$ cat src/rtl/gp3_keys_pio_pkg.sv
// Shared constants for the gp3 keys PIO block.
// Register map, edge-type encodings and counter sizing.
package gp3_keys_pio_pkg;

  localparam logic [1:0] ADDR_DATA    = 2'd0;
  localparam logic [1:0] ADDR_RSVD    = 2'd1;
  localparam logic [1:0] ADDR_IRQMASK = 2'd2;
  localparam logic [1:0] ADDR_EDGECAP = 2'd3;

  localparam int EDGE_RISE = 0;
  localparam int EDGE_FALL = 1;
  localparam int EDGE_ANY  = 2;

  // Debounce counter width, never below one bit.
  function automatic int cnt_width(input int n);
    return (n < 1) ? 1 : $clog2(n + 1);
  endfunction

endpackage

$ cat src/rtl/gp3_keys_debounce.sv
// One key input: two-flop synchronizer followed by a
// stable-count debouncer (bypassed when DEBOUNCE_CYCLES is 0).
module gp3_keys_debounce #(
  parameter int DEBOUNCE_CYCLES = 4
) (
  input  logic clk,
  input  logic reset_n,
  input  logic i_pin,
  output logic o_db
);
  import gp3_keys_pio_pkg::*;

  logic r_s1;
  logic r_s2;

  always_ff @(posedge clk) begin
    if (!reset_n) begin
      r_s1 <= 1'b0;
      r_s2 <= 1'b0;
    end else begin
      r_s1 <= i_pin;
      r_s2 <= r_s1;
    end
  end

  generate
    if (DEBOUNCE_CYCLES == 0) begin : g_bypass
      assign o_db = r_s2;
    end else begin : g_db
      localparam int CW = cnt_width(DEBOUNCE_CYCLES);
      localparam logic [CW-1:0] CNT_LAST =
        CW'(DEBOUNCE_CYCLES - 1);

      logic [CW-1:0] r_cnt;
      logic          r_db;

      // Any return to the accepted level restarts the count.
      always_ff @(posedge clk) begin
        if (!reset_n) begin
          r_cnt <= '0;
          r_db  <= 1'b0;
        end else if (r_s2 == r_db) begin
          r_cnt <= '0;
        end else if (r_cnt == CNT_LAST) begin
          r_db  <= r_s2;
          r_cnt <= '0;
        end else begin
          r_cnt <= r_cnt + 1'b1;
        end
      end

      assign o_db = r_db;
    end
  endgenerate

endmodule

$ cat src/rtl/gp3_keys_pio.sv
// Debounced key PIO with Avalon-MM slave, sticky edge
// capture (write-1-to-clear) and masked level interrupt.
module gp3_keys_pio #(
  parameter int WIDTH           = 5,
  parameter int DEBOUNCE_CYCLES = 4,
  parameter int EDGE_TYPE       = 1
) (
  input  logic             clk,
  input  logic             reset_n,
  input  logic [1:0]       address,
  input  logic             chipselect,
  input  logic             write_n,
  input  logic [31:0]      writedata,
  input  logic [WIDTH-1:0] in_port,
  output logic [31:0]      readdata,
  output logic             irq
);
  import gp3_keys_pio_pkg::*;

  logic [WIDTH-1:0] w_db;
  logic [WIDTH-1:0] w_edge;
  logic [WIDTH-1:0] w_clr;
  logic [WIDTH-1:0] w_wd;
  logic             w_wr;
  logic [WIDTH-1:0] r_db_prev;
  logic [WIDTH-1:0] r_irqmask;
  logic [WIDTH-1:0] r_edgecap;

  generate
    for (genvar gi = 0; gi < WIDTH; gi++) begin : g_key
      gp3_keys_debounce #(
        .DEBOUNCE_CYCLES(DEBOUNCE_CYCLES)
      ) u_db (
        .clk    (clk),
        .reset_n(reset_n),
        .i_pin  (in_port[gi]),
        .o_db   (w_db[gi])
      );
    end
    if (WIDTH < 32) begin : g_pad
      logic w_unused_wd;
      assign w_unused_wd = |writedata[31:WIDTH];
    end
  endgenerate

  assign w_wd = writedata[WIDTH-1:0];
  assign w_wr = chipselect & ~write_n;

  always_comb begin
    w_edge = '0;
    if (EDGE_TYPE == EDGE_RISE) begin
      w_edge = w_db & ~r_db_prev;
    end else if (EDGE_TYPE == EDGE_FALL) begin
      w_edge = ~w_db & r_db_prev;
    end else begin
      w_edge = w_db ^ r_db_prev;
    end
  end

  always_comb begin
    w_clr = '0;
    if (w_wr && (address == ADDR_EDGECAP)) begin
      w_clr = w_wd;
    end
  end

  // A new edge overrides a same-cycle clear of that bit.
  always_ff @(posedge clk) begin
    if (!reset_n) begin
      r_db_prev <= '0;
      r_irqmask <= '0;
      r_edgecap <= '0;
    end else begin
      r_db_prev <= w_db;
      r_edgecap <= (r_edgecap & ~w_clr) | w_edge;
      if (w_wr && (address == ADDR_IRQMASK)) begin
        r_irqmask <= w_wd;
      end
    end
  end

  always_comb begin
    readdata = '0;
    unique case (address)
      ADDR_DATA:    readdata = 32'(w_db);
      ADDR_RSVD:    readdata = '0;
      ADDR_IRQMASK: readdata = 32'(r_irqmask);
      ADDR_EDGECAP: readdata = 32'(r_edgecap);
    endcase
  end

  assign irq = |(r_edgecap & r_irqmask);

endmodule

$ cat config.mk
export PLATFORM = sky130hd
export DESIGN_NAME = gp3_keys_pio
export DESIGN_NICKNAME = d
export VERILOG_FILES = /design/src/rtl/gp3_keys_pio_pkg.sv /design/src/rtl/gp3_keys_debounce.sv /design/src/rtl/gp3_keys_pio.sv
export SDC_FILE = /design/constraint.sdc
export NUM_CORES = 1
export LEC_CHECK = 0
export ABC_AREA = 1
export BUFFER_PORTS_ARGS = -buffer_cell sky130_fd_sc_hd__buf_2
export CORE_AREA = 2 2 67 69
export DETAILED_ROUTE_END_ITERATION = 16
export DIE_AREA = 0 0 69 71
export PLACE_DENSITY = 0.84
export SLEW_MARGIN = 15
export SYNTH_ARGS = -nofsm -noshare
export SYNTH_HDL_FRONTEND = slang
export SYNTH_SLANG_ARGS = --single-unit
$ cat constraint.sdc
create_clock -name clk -period 1.5 [get_ports clk]
set_input_delay 0.3 -clock clk [delete_from_list [all_inputs] [get_ports clk]]
set_output_delay 0.3 -clock clk [all_outputs]
set_load 0.03 [all_outputs]
==> results.json, run 1 <==
{
  "status": "complete, no violations",
  "yosysWarnings": 0,
  "grt_max_degree": 26,
  "clockBufferDepth": 2,
  "cts_tree": "built",
  "wl_met2_um": 1230,
  "grt.total_usage_pct": 12.5,
  "syn2layout_area_growth_pct": 9.85,
  "power.share.clock_pct": 39.3,
  "hold_depth": 3,
  "r2r_cells": 5,
  "layout-drive-gt1-share_pct": 15.4,
  "syn_inst": 244,
  "critPathKind": "flip-flop to output pin",
  "placed_area_um2": 2030,
  "antenna_cells": 0,
  "worstSetupStartpoint": "r_edgecap[1]",
  "dieHeight_um": 71,
  "highest_layer": "met4",
  "viasPerCell": 4.27,
  "yosys.area_share.simple_pct": 18.4,
  "synth_xor_area_share_pct": 0,
  "p_sw_uw": 539,
  "cts_setup_buffers": 0,
  "vias": 1382,
  "fin_setup_tns_ns": 0,
  "nNetsFinal": 324,
  "yosys.area.top_type": "dfxtp_1",
  "grt_pass1_vias": 1232,
  "p_sw_share_pct": 23.1,
  "fin_util_pct": 51.1,
  "drtAntennaViolNets": 0,
  "fillers": 405,
  "portBuffers": 21,
  "gp_congestion": 0.845,
  "synth_cell_types": 18,
  "synth_top_area_share_pct": 46.0,
  "synth_area_um2": 1960,
  "grt_overflow": 0,
  "rr_endpoint": "g_key[1].u_db.g_db.r_cnt[0]",
  "wl_per_cell_um": 8.41,
  "pwr-share-seq_pct": 52.5,
  "seq_area_um2": 901,
  "drv_slew": 0,
  "firstDrtPassIters": 4,
  "antenna_found_initial": 0,
  "setup_viol": 0,
  "max_freq_mhz": 706,
  "remaining_drc_errors": 0,
  "comb_power_share_pct": 8.3,
  "power_leakage_nw": 1.07,
  "vdd_drop_max_mv": 0.545,
  "final_cell_mix": "47 x nand2_1, 45 x dfxtp_1, 37 x inv_1, 27 x conb_1, 26 x nor2_1",
  "dr_wl_met3_um": 201,
  "r2r-start": "g_key[1].u_db.g_db.r_cnt[0]",
  "worstPathArrival_ns": 1.12,
  "r2r_slack_ns": 0.27,
  "wl_met1_um": 1250,
  "drt_wl_total_um": 2730,
  "critPathCaptureType": "output pin",
  "ys_top_cells_by_area": "dfxtp_1 46%, buf_4 11%, nand2_1 9.0%",
  "synth_fa_ha_area_share_pct": 6.39,
  "die_w_um": 69,
  "multiInputGateArea_um2": 778,
  "skew_ns": 0.00693,
  "die_area_um2": 4900,
  "root_buffer": "clkbuf_8",
  "synth_top_family_by_area": "buffers and inverters",
  "synth-compound-area-share_pct": 9.59,
  "power.density_nw_per_um2": 1090,
  "dp_hpwl_um": 2120,
  "cp-endpoint": "irq",
  "min_period_ns": 1.42,
  "cts_buffers": 5,
  "grt_pass1_wl_um": 5000,
  "rsz0062_at_grt": "false",
  "worstPathRequired_ns": 1.20,
  "crit_fanout": 3,
  "hold_class": "primary input to flip-flop",
  "period_share_pct": 94.4,
  "cp-start-kind": "flip-flop",
  "p_int_mw": 1.80,
  "ios": 76,
  "cts_htree_levels": 2,
  "ys_seq_elements": 45,
  "cap_violations": 0,
  "synth_mux_area_share_pct": 0,
  "drtIter0Drc": 39,
  "finalInstanceArea_um2": 2150,
  "clk_latency_ns": 0.30,
  "core_area_um2": 4200,
  "final_common_cell": "nand2_1",
  "ys_seq_area_share_pct": 46.0,
  "fp-row-count": 24,
  "initial_core_util_pct": 46.5,
  "syn_area_per_cell_um2": 8.02,
  "numClockSinks": 45,
  "path_clk_slew_ns": 0.08,
  "finalHoldViolCount": 0
}
per-layer routing:
layer / up-vias / global-route usage, %
met5: - / 0
met1: 591 / 14.3
met4: 0 / 5.88
met2: 36 / 20.7
li1: 750 / -
met3: 5 / 4.84
Yosys cell counts:
| cell type | instances |
|---|---|
| inv_1 | 37 |
| nand2_4 | 1 |
| o21ai_1 | 4 |
| nand3_1 | 11 |
| nand2_1 | 47 |
| inv_2 | 3 |
| nor2_8 | 1 |
| conb_1 | 1 |
| buf_2 | 2 |
| dfxtp_1 | 45 |
| o211ai_1 | 1 |
| o211ai_2 | 4 |
| ha_1 | 10 |
| clkinv_4 | 1 |
| nor2_1 | 26 |
| buf_4 | 28 |
| a21oi_1 | 16 |
| o21ai_0 | 6 |
power by group through the flow:
stage	logic, mW	clock network (mW)	registers [mW]
after floorplan	0.207	0	1.25
after global placement	0.190	0	1.25
after detailed placement	0.193	0	1.25
after CTS	0.194	0.943	1.23
after global routing	0.211	1.00	1.23
final	0.193	0.918	1.23
worst min path at each step:
| stage | from | endpoint | slack, ns |
|---|---|---|---|
| floorplan | g_key[0].u_db.r_s1 | g_key[0].u_db.r_s2 | 0.39 |
| global placement | g_key[2].u_db.r_s1 | g_key[2].u_db.r_s2 | 0.39 |
| detailed placement | g_key[1].u_db.r_s1 | g_key[1].u_db.r_s2 | 0.40 |
| CTS | in_port[2] | g_key[2].u_db.r_s1 | 0.18 |
| global route | in_port[4] | g_key[4].u_db.r_s1 | 0.18 |
| finish | in_port[2] | g_key[2].u_db.r_s1 | 0.18 |
sequential cells by signal, summed over array words and instances, names as in the netlist:
name and flops:
g_key.u_db.g_db.r_cnt 15, g_key.u_db.r_s1 5, r_irqmask 5, g_key.u_db.r_s2 5
r_db_prev 5, g_key.u_db.o_db 5, r_edgecap 5
through the flow:
stage	total power, mW	setup WS, ns	hold slack [ns]	std cells
after floorplan	1.46	0.379	0.390	270
after global placement	1.44	0.221	0.394	316
after detailed placement	1.45	0.214	0.397	316
after CTS	2.36	0.0357	0.175	324
after global routing	2.44	0.00718	0.184	324
final	2.34	0.0833	0.184	324
cell type report:
cell class	count	share of cell area [%]
Sequential cell	45	41.9
Multi-Input combinational cell	154	36.2
Inverter	41	7.39
Timing Repair Buffer	24	6.05
Clock buffer	7	4.02
Tap cell	52	3.03
Clock inverter	1	1.40
cells by family (layout without fill, tap and decap cells):
| family | count (synthesis) | in the layout |
|---|---|---|
| AO/OA/AOI/OAI | 31 | 31 |
| AND/OR/NAND/NOR | 86 | 86 |
| flip-flops | 45 | 45 |
| adder cells (fa/ha/maj) | 10 | 10 |
| buffers and inverters | 71 | 73 |
| other | 1 | 27 |
critical path, cell delays in order, from the launching register on:
cell	delay (ns)
dfxtp_1	0.33
nand2_1	0.07
nand2_1	0.06
a21oi_2	0.11
nand3_1	0.08
buf_4	0.17
what timing repair did:
item                                    4_1_cts  5_1_grt
gates resized for setup                       0        3
hold buffers                                  0        0
endpoints found under the setup margin        0        1
Note: power is estimated with default switching activity, not from simulation.
==> run 2, diff against run 1 <==
--- a/config.mk
+++ b/config.mk
@@ -5,7 +5,6 @@
 export SDC_FILE = /design/constraint.sdc
 export NUM_CORES = 1
 export LEC_CHECK = 0
-export ABC_AREA = 1
 export BUFFER_PORTS_ARGS = -buffer_cell sky130_fd_sc_hd__buf_2
 export CORE_AREA = 2 2 67 69
 export DETAILED_ROUTE_END_ITERATION = 16
==> results.json, run 2 <==
{
  "nNetsFinal": 278,
  "grt_overflow": 0,
  "fin_setup_tns_ns": -0.00632,
  "worstPathArrival_ns": 1.21,
  "grt.total_usage_pct": 12.8,
  "ys_top_cells_by_area": "dfxtp_1 47%, buf_4 11%, ha_1 6.5%",
  "syn2layout_area_growth_pct": 9.11,
  "pwr-share-seq_pct": 57.5,
  "firstDrtPassIters": 4,
  "comb_power_share_pct": 8.6,
  "power_leakage_nw": 0.956,
  "hold_class": "primary input to flip-flop",
  "path_buf_inv": 1,
  "drtAntennaViolNets": 0,
  "grt_pass1_vias": 1106,
  "cts_tree": "built",
  "ys_seq_elements": 45,
  "antenna_found_initial": 0,
  "power.share.clock_pct": 33.9,
  "yosys_most_used_dff": "dfxtp_1",
  "worstPathRequired_ns": 1.20,
  "status": "finished, violations left",
  "root_buffer": "clkbuf_8",
  "hold_start": "in_port[2]",
  "cts_buffers": 5,
  "viasPerCell": 4.52,
  "rsz0062_at_grt": "true",
  "r2r_cells": 4,
  "dp_hpwl_um": 2110,
  "final_cell_mix": "39 x dfxtp_1, 27 x conb_1, 20 x buf_2, 16 x and2_1, 15 x nor2_1",
  "p_sw_uw": 502,
  "multiInputGateArea_um2": 861,
  "fillers": 403,
  "core_area_um2": 4200,
  "portBuffers": 21,
  "path_cells": "a222oi_1, nand2_1, buf_6",
  "critPathKind": "flip-flop to output pin",
  "synth.most_common_cell": "dfxtp_1",
  "fin_util_pct": 50.2,
  "vias": 1251,
  "setup_viol": 1,
  "die_area_um2": 4900,
  "synth_area_um2": 1940,
  "drt_wl_total_um": 2800,
  "hold_depth": 2,
  "seq_area_um2": 908,
  "ys_seq_area_share_pct": 46.5,
  "synth_cell_types": 22,
  "setup_ws_ns": -0.00632,
  "synth_edf_count": 0,
  "dpl_worst_slack_ns": 0.0952,
  "clk_latency_ns": 0.29,
  "crit_fanout": 3,
  "ios": 76,
  "violations": "negative setup slack",
  "numClockSinks": 45,
  "rr_endpoint": "g_key[1].u_db.g_db.r_cnt[0]",
  "cts_htree_levels": 2,
  "largest_reg_flops": 15,
  "grt_pass1_wl_um": 4820,
  "vdd_drop_max_mv": 0.600,
  "power.density_nw_per_um2": 1010,
  "gp_congestion": 0.767,
  "wl_per_cell_um": 10.1,
  "final_common_cell": "dfxtp_1",
  "finalHoldViolCount": 0,
  "max_freq_mhz": 664,
  "r2r-start": "g_key[1].u_db.g_db.r_cnt[0]",
  "path_clk_slew_ns": 0.07,
  "cp-start-kind": "flip-flop",
  "grt_max_degree": 25,
  "clockBufferDepth": 2,
  "die_w_um": 69,
  "power.total_mw": 2.13,
  "drtIter0Drc": 22,
  "p_int_mw": 1.62,
  "drv_slew": 0,
  "crit_path_max_incr_delay_ns": 0.34,
  "antenna_cells": 0,
  "cap_violations": 0,
  "p_sw_share_pct": 23.6,
  "r2r_slack_ns": 0.39,
  "synth_top_area_share_pct": 46.5,
  "period_share_pct": 100,
  "holdWs_ns": 0.210,
  "skew_ns": 0.00154,
  "min_period_ns": 1.51,
  "yosysWarnings": 0,
  "syn_inst": 200,
  "remaining_drc_errors": 0,
  "crit_family": "flip-flops",
  "ys_top_cells_by_count": "45 x dfxtp_1, 29 x buf_4, 16 x and2_1, 15 x nor2_1, 11 x nand2_1",
  "syn_area_per_cell_um2": 9.68,
  "critPathCaptureType": "output pin",
  "hold_buffers": 0,
  "dieHeight_um": 71,
  "hold_end": "g_key[2].u_db.r_s1",
  "largest_register": "g_key.u_db.g_db.r_cnt",
  "async_flop_share_pct": 0,
  "cp_slowest_cell": "dfxtp_1",
  "yosys.area.top_type": "dfxtp_1",
  "initial_core_util_pct": 46.0,
  "layout-drive-gt1-share_pct": 16.9,
  "fp-row-count": 24
}
## run 2: worst reg2reg max path, stage by stage, from the launching register on
cell and delay [ns]:
dfxtp_1 0.32, ha_1 0.19, ha_1 0.22, nand3b_1 0.21, nor2_1 0.11
## run 2: area by class of cell
class                   instances  area share [%]
flip-flops and latches         45            43.0
multi-input cells             138            40.8
repair buffers                 25            7.29
clock buffers                   7            4.09
well taps                      52            3.08
inverters                      10            1.78
## run 2: how the worst max path moves through the flow
| stage | from | to | slack [ns] | cells after the start |
|---|---|---|---|---|
| floorplan | address[1] | readdata[0] | 0.18 | 3 |
| global placement | address[1] | readdata[3] | 0.09 | 5 |
| detailed placement | address[1] | readdata[3] | 0.1 | 5 |
| CTS | r_irqmask[4] | irq | -0.02 | 3 |
| global route | r_irqmask[4] | irq | -0.05 | 3 |
| finish | r_edgecap[4] | irq | -0.006 | 3 |
## run 2: metal layers
layer	global-route usage [%]	up-vias	share of wire (%)
met3	3.85	8	7.2
li1	-	644	-
met4	9.15	0	2.2
met2	19.8	41	45
met5	0	-	0
met1	15.3	558	45
## run 2: logic make-up after synthesis
logic type	count (synthesis)	synth area share, %
simple gates	64	18.0
flops	45	46.5
buf+inv	43	14.0
compound gates	22	7.37
fa+ha+maj	10	6.46
mux	10	5.17
xor+xnor	5	2.26
other cells	1	0.194
## run 2: through the flow
stage                     cell area (um2)  instances
after floorplan                      2030        226
after global placement               2010        270
after detailed placement             2010        270
after CTS                            2110        277
after global routing                 2110        277
final                                2110        277
## run 2: power by group through the flow
stage	sequential, mW	clock (mW)	combinational (mW)
2_1_floorplan	1.25	0	0.196
3_3_place_gp	1.25	0	0.181
3_5_place_dp	1.25	0	0.183
4_1_cts	1.22	0.757	0.184
5_1_grt	1.22	0.807	0.198
6_report	1.22	0.721	0.184
## run 2: timing repair
action                     in CTS  in global routing
pin swaps                       2                  1
hold endpoints to repair        0                  0
gates resized for setup         3                  5
setup endpoints to repair       1                  6
setup buffers                   0                  0
==> run 3, diff against run 2 <==
--- a/config.mk
+++ b/config.mk
@@ -10,6 +10,7 @@
 export DETAILED_ROUTE_END_ITERATION = 16
 export DIE_AREA = 0 0 69 71
 export PLACE_DENSITY = 0.84
+export RECOVER_POWER = 50
 export SLEW_MARGIN = 15
 export SYNTH_ARGS = -nofsm -noshare
 export SYNTH_HDL_FRONTEND = slang
==> results.json, run 3 (same netlist as run 2, synthesis figures left out) <==
{
  "cp-start-kind": "flip-flop",
  "core_area_um2": 4200,
  "finalInstanceArea_um2": 2090,
  "critPathKind": "flip-flop to output pin",
  "die_area_um2": 4900,
  "fin_setup_tns_ns": -0.00694,
  "root_buffer": "clkbuf_8",
  "numClockSinks": 45,
  "power.density_nw_per_um2": 1010,
  "dpl.cell_count": 270,
  "cts_tree": "built",
  "grt_overflow": 0,
  "nNetsFinal": 278,
  "worst_pin_slew_ns": 0.596,
  "crit_path_max_incr_delay_ns": 0.34,
  "min_period_ns": 1.51,
  "drtIter0Drc": 25,
  "firstDrtPassIters": 4,
  "power_leakage_nw": 0.943,
  "rsz0062_at_grt": "true",
  "setup_viol": 1,
  "placed_area_um2": 2010,
  "clk_latency_ns": 0.29,
  "layout-drive-gt1-share_pct": 15.6,
  "grt.total_usage_pct": 12.8,
  "portBuffers": 21,
  "crit_fanout": 3,
  "worstPathRequired_ns": 1.20,
  "final_common_cell": "dfxtp_1",
  "critPathCaptureType": "output pin",
  "cts_buffers": 5,
  "antenna_found_initial": 0,
  "remaining_drc_errors": 0,
  "wl_per_cell_um": 10.1,
  "status": "finished, violations left",
  "hold_start": "in_port[2]",
  "cap_violations": 0,
  "worstPathArrival_ns": 1.21,
  "gp_congestion": 0.767,
  "cp_slowest_cell": "dfxtp_1",
  "viasPerCell": 4.50,
  "clockBufferDepth": 2,
  "largest_reg_flops": 15,
  "r2r_slack_ns": 0.38,
  "stdcell_count": 277,
  "period_share_pct": 100,
  "final_cell_mix": "39 x dfxtp_1, 27 x conb_1, 19 x buf_2, 15 x nor2_1",
  "finalHoldViolCount": 0,
  "path_clk_slew_ns": 0.07,
  "dp_hpwl_um": 2110,
  "r2r-start": "g_key[3].u_db.g_db.r_cnt[0]",
  "cts_htree_levels": 2,
  "hold_class": "primary input to flip-flop",
  "grt_max_degree": 25,
  "dieHeight_um": 71,
  "setup_ws_ns": -0.00694,
  "vdd_drop_max_mv": 0.599,
  "skew_ns": 0.00187,
  "grt_pass1_wl_um": 4820,
  "path_cells": "a222oi_1, nand2_1, buf_6",
  "fillers": 408,
  "initial_core_util_pct": 46.0,
  "fp-row-count": 24,
  "grt_pass1_vias": 1106,
  "vias": 1246,
  "ios": 76,
  "violations": "negative setup slack",
  "drv_slew": 0,
  "largest_register": "g_key.u_db.g_db.r_cnt",
  "drt_wl_total_um": 2790,
  "die_w_um": 69,
  "maxSlewHeadroom_pct": 60.2,
  "syn2layout_area_growth_pct": 7.89,
  "worstSetupStartpoint": "r_edgecap[4]",
  "drtAntennaViolNets": 0,
  "antenna_cells": 0,
  "max_freq_mhz": 664
}
[run 3: cell count changes in the layout (fill, tap and decap cells not counted), sizes merged]
cell / previous run / this run
clkbuf: 7 / 10
buf: 25 / 22
[run 3: critical path: cells and delay by family (launching register included)]
family / cells / cell delay, ns
AND/OR/NAND/NOR: 1 / 0.12
AO/OA/AOI/OAI: 1 / 0.31
buffers and inverters: 1 / 0.15
flip-flops: 1 / 0.34
[run 3: layer usage]
metal	GRT usage [%]	vias to the layer above	part of all wire, %	wire length, um
met2	19.8	37	45	1270
li1	-	641	-	-
met1	15.3	559	45	1260
met3	3.85	9	6.8	189
met4	9.15	0	2.5	70
met5	0	-	0	0
[run 3: power breakdown]
group          internal (mW)  switching (mW)
Clock                  0.365           0.356
Sequential              1.21         0.00867
Combinational         0.0396           0.135
[run 3: path summary, 6_finish.rpt]
| path | cells past startpoint | end |
|---|---|---|
| max | 3 | irq |
| min reg2reg | 1 | g_key[0].u_db.g_db.r_cnt[0] |
| max reg2reg | 4 | g_key[3].u_db.g_db.r_cnt[0] |
| min | 2 | g_key[2].u_db.r_s1 |
[run 3: final cells by class]
| type | count | area (um2) | share of cell area [%] |
|---|---|---|---|
| sequential | 45 | 908 | 43.5 |
| multi-input combinational | 138 | 857 | 41.0 |
| clock buffer | 7 | 86.3 | 4.13 |
| timing repair buffer | 25 | 134 | 6.41 |
| tap | 52 | 65.1 | 3.12 |
| inverter | 10 | 37.5 | 1.80 |
[run 3: stage by stage]
step | util [%] | total power [mW] | hold slack [ns] | setup slack, ns
finish | 49.7 | 2.12 | 0.211 | -0.00694
global placement | 47.9 | 1.43 | 0.407 | 0.0892
detailed placement | 47.9 | 1.43 | 0.412 | 0.0952
floorplan | - | 1.44 | 0.399 | 0.179
global route | 49.7 | 2.22 | 0.199 | -0.0550
CTS | 50.1 | 2.16 | 0.199 | -0.0182
[run 3: timing repair]
| item | in CTS | in global routing |
|---|---|---|
| setup endpoints to repair | 1 | 6 |
| setup buffers | 0 | 0 |
| hold buffers | 0 | 0 |
| pin swaps | 2 | 1 |
| gates resized for setup | 3 | 5 |
| gates cloned | 0 | 0 |
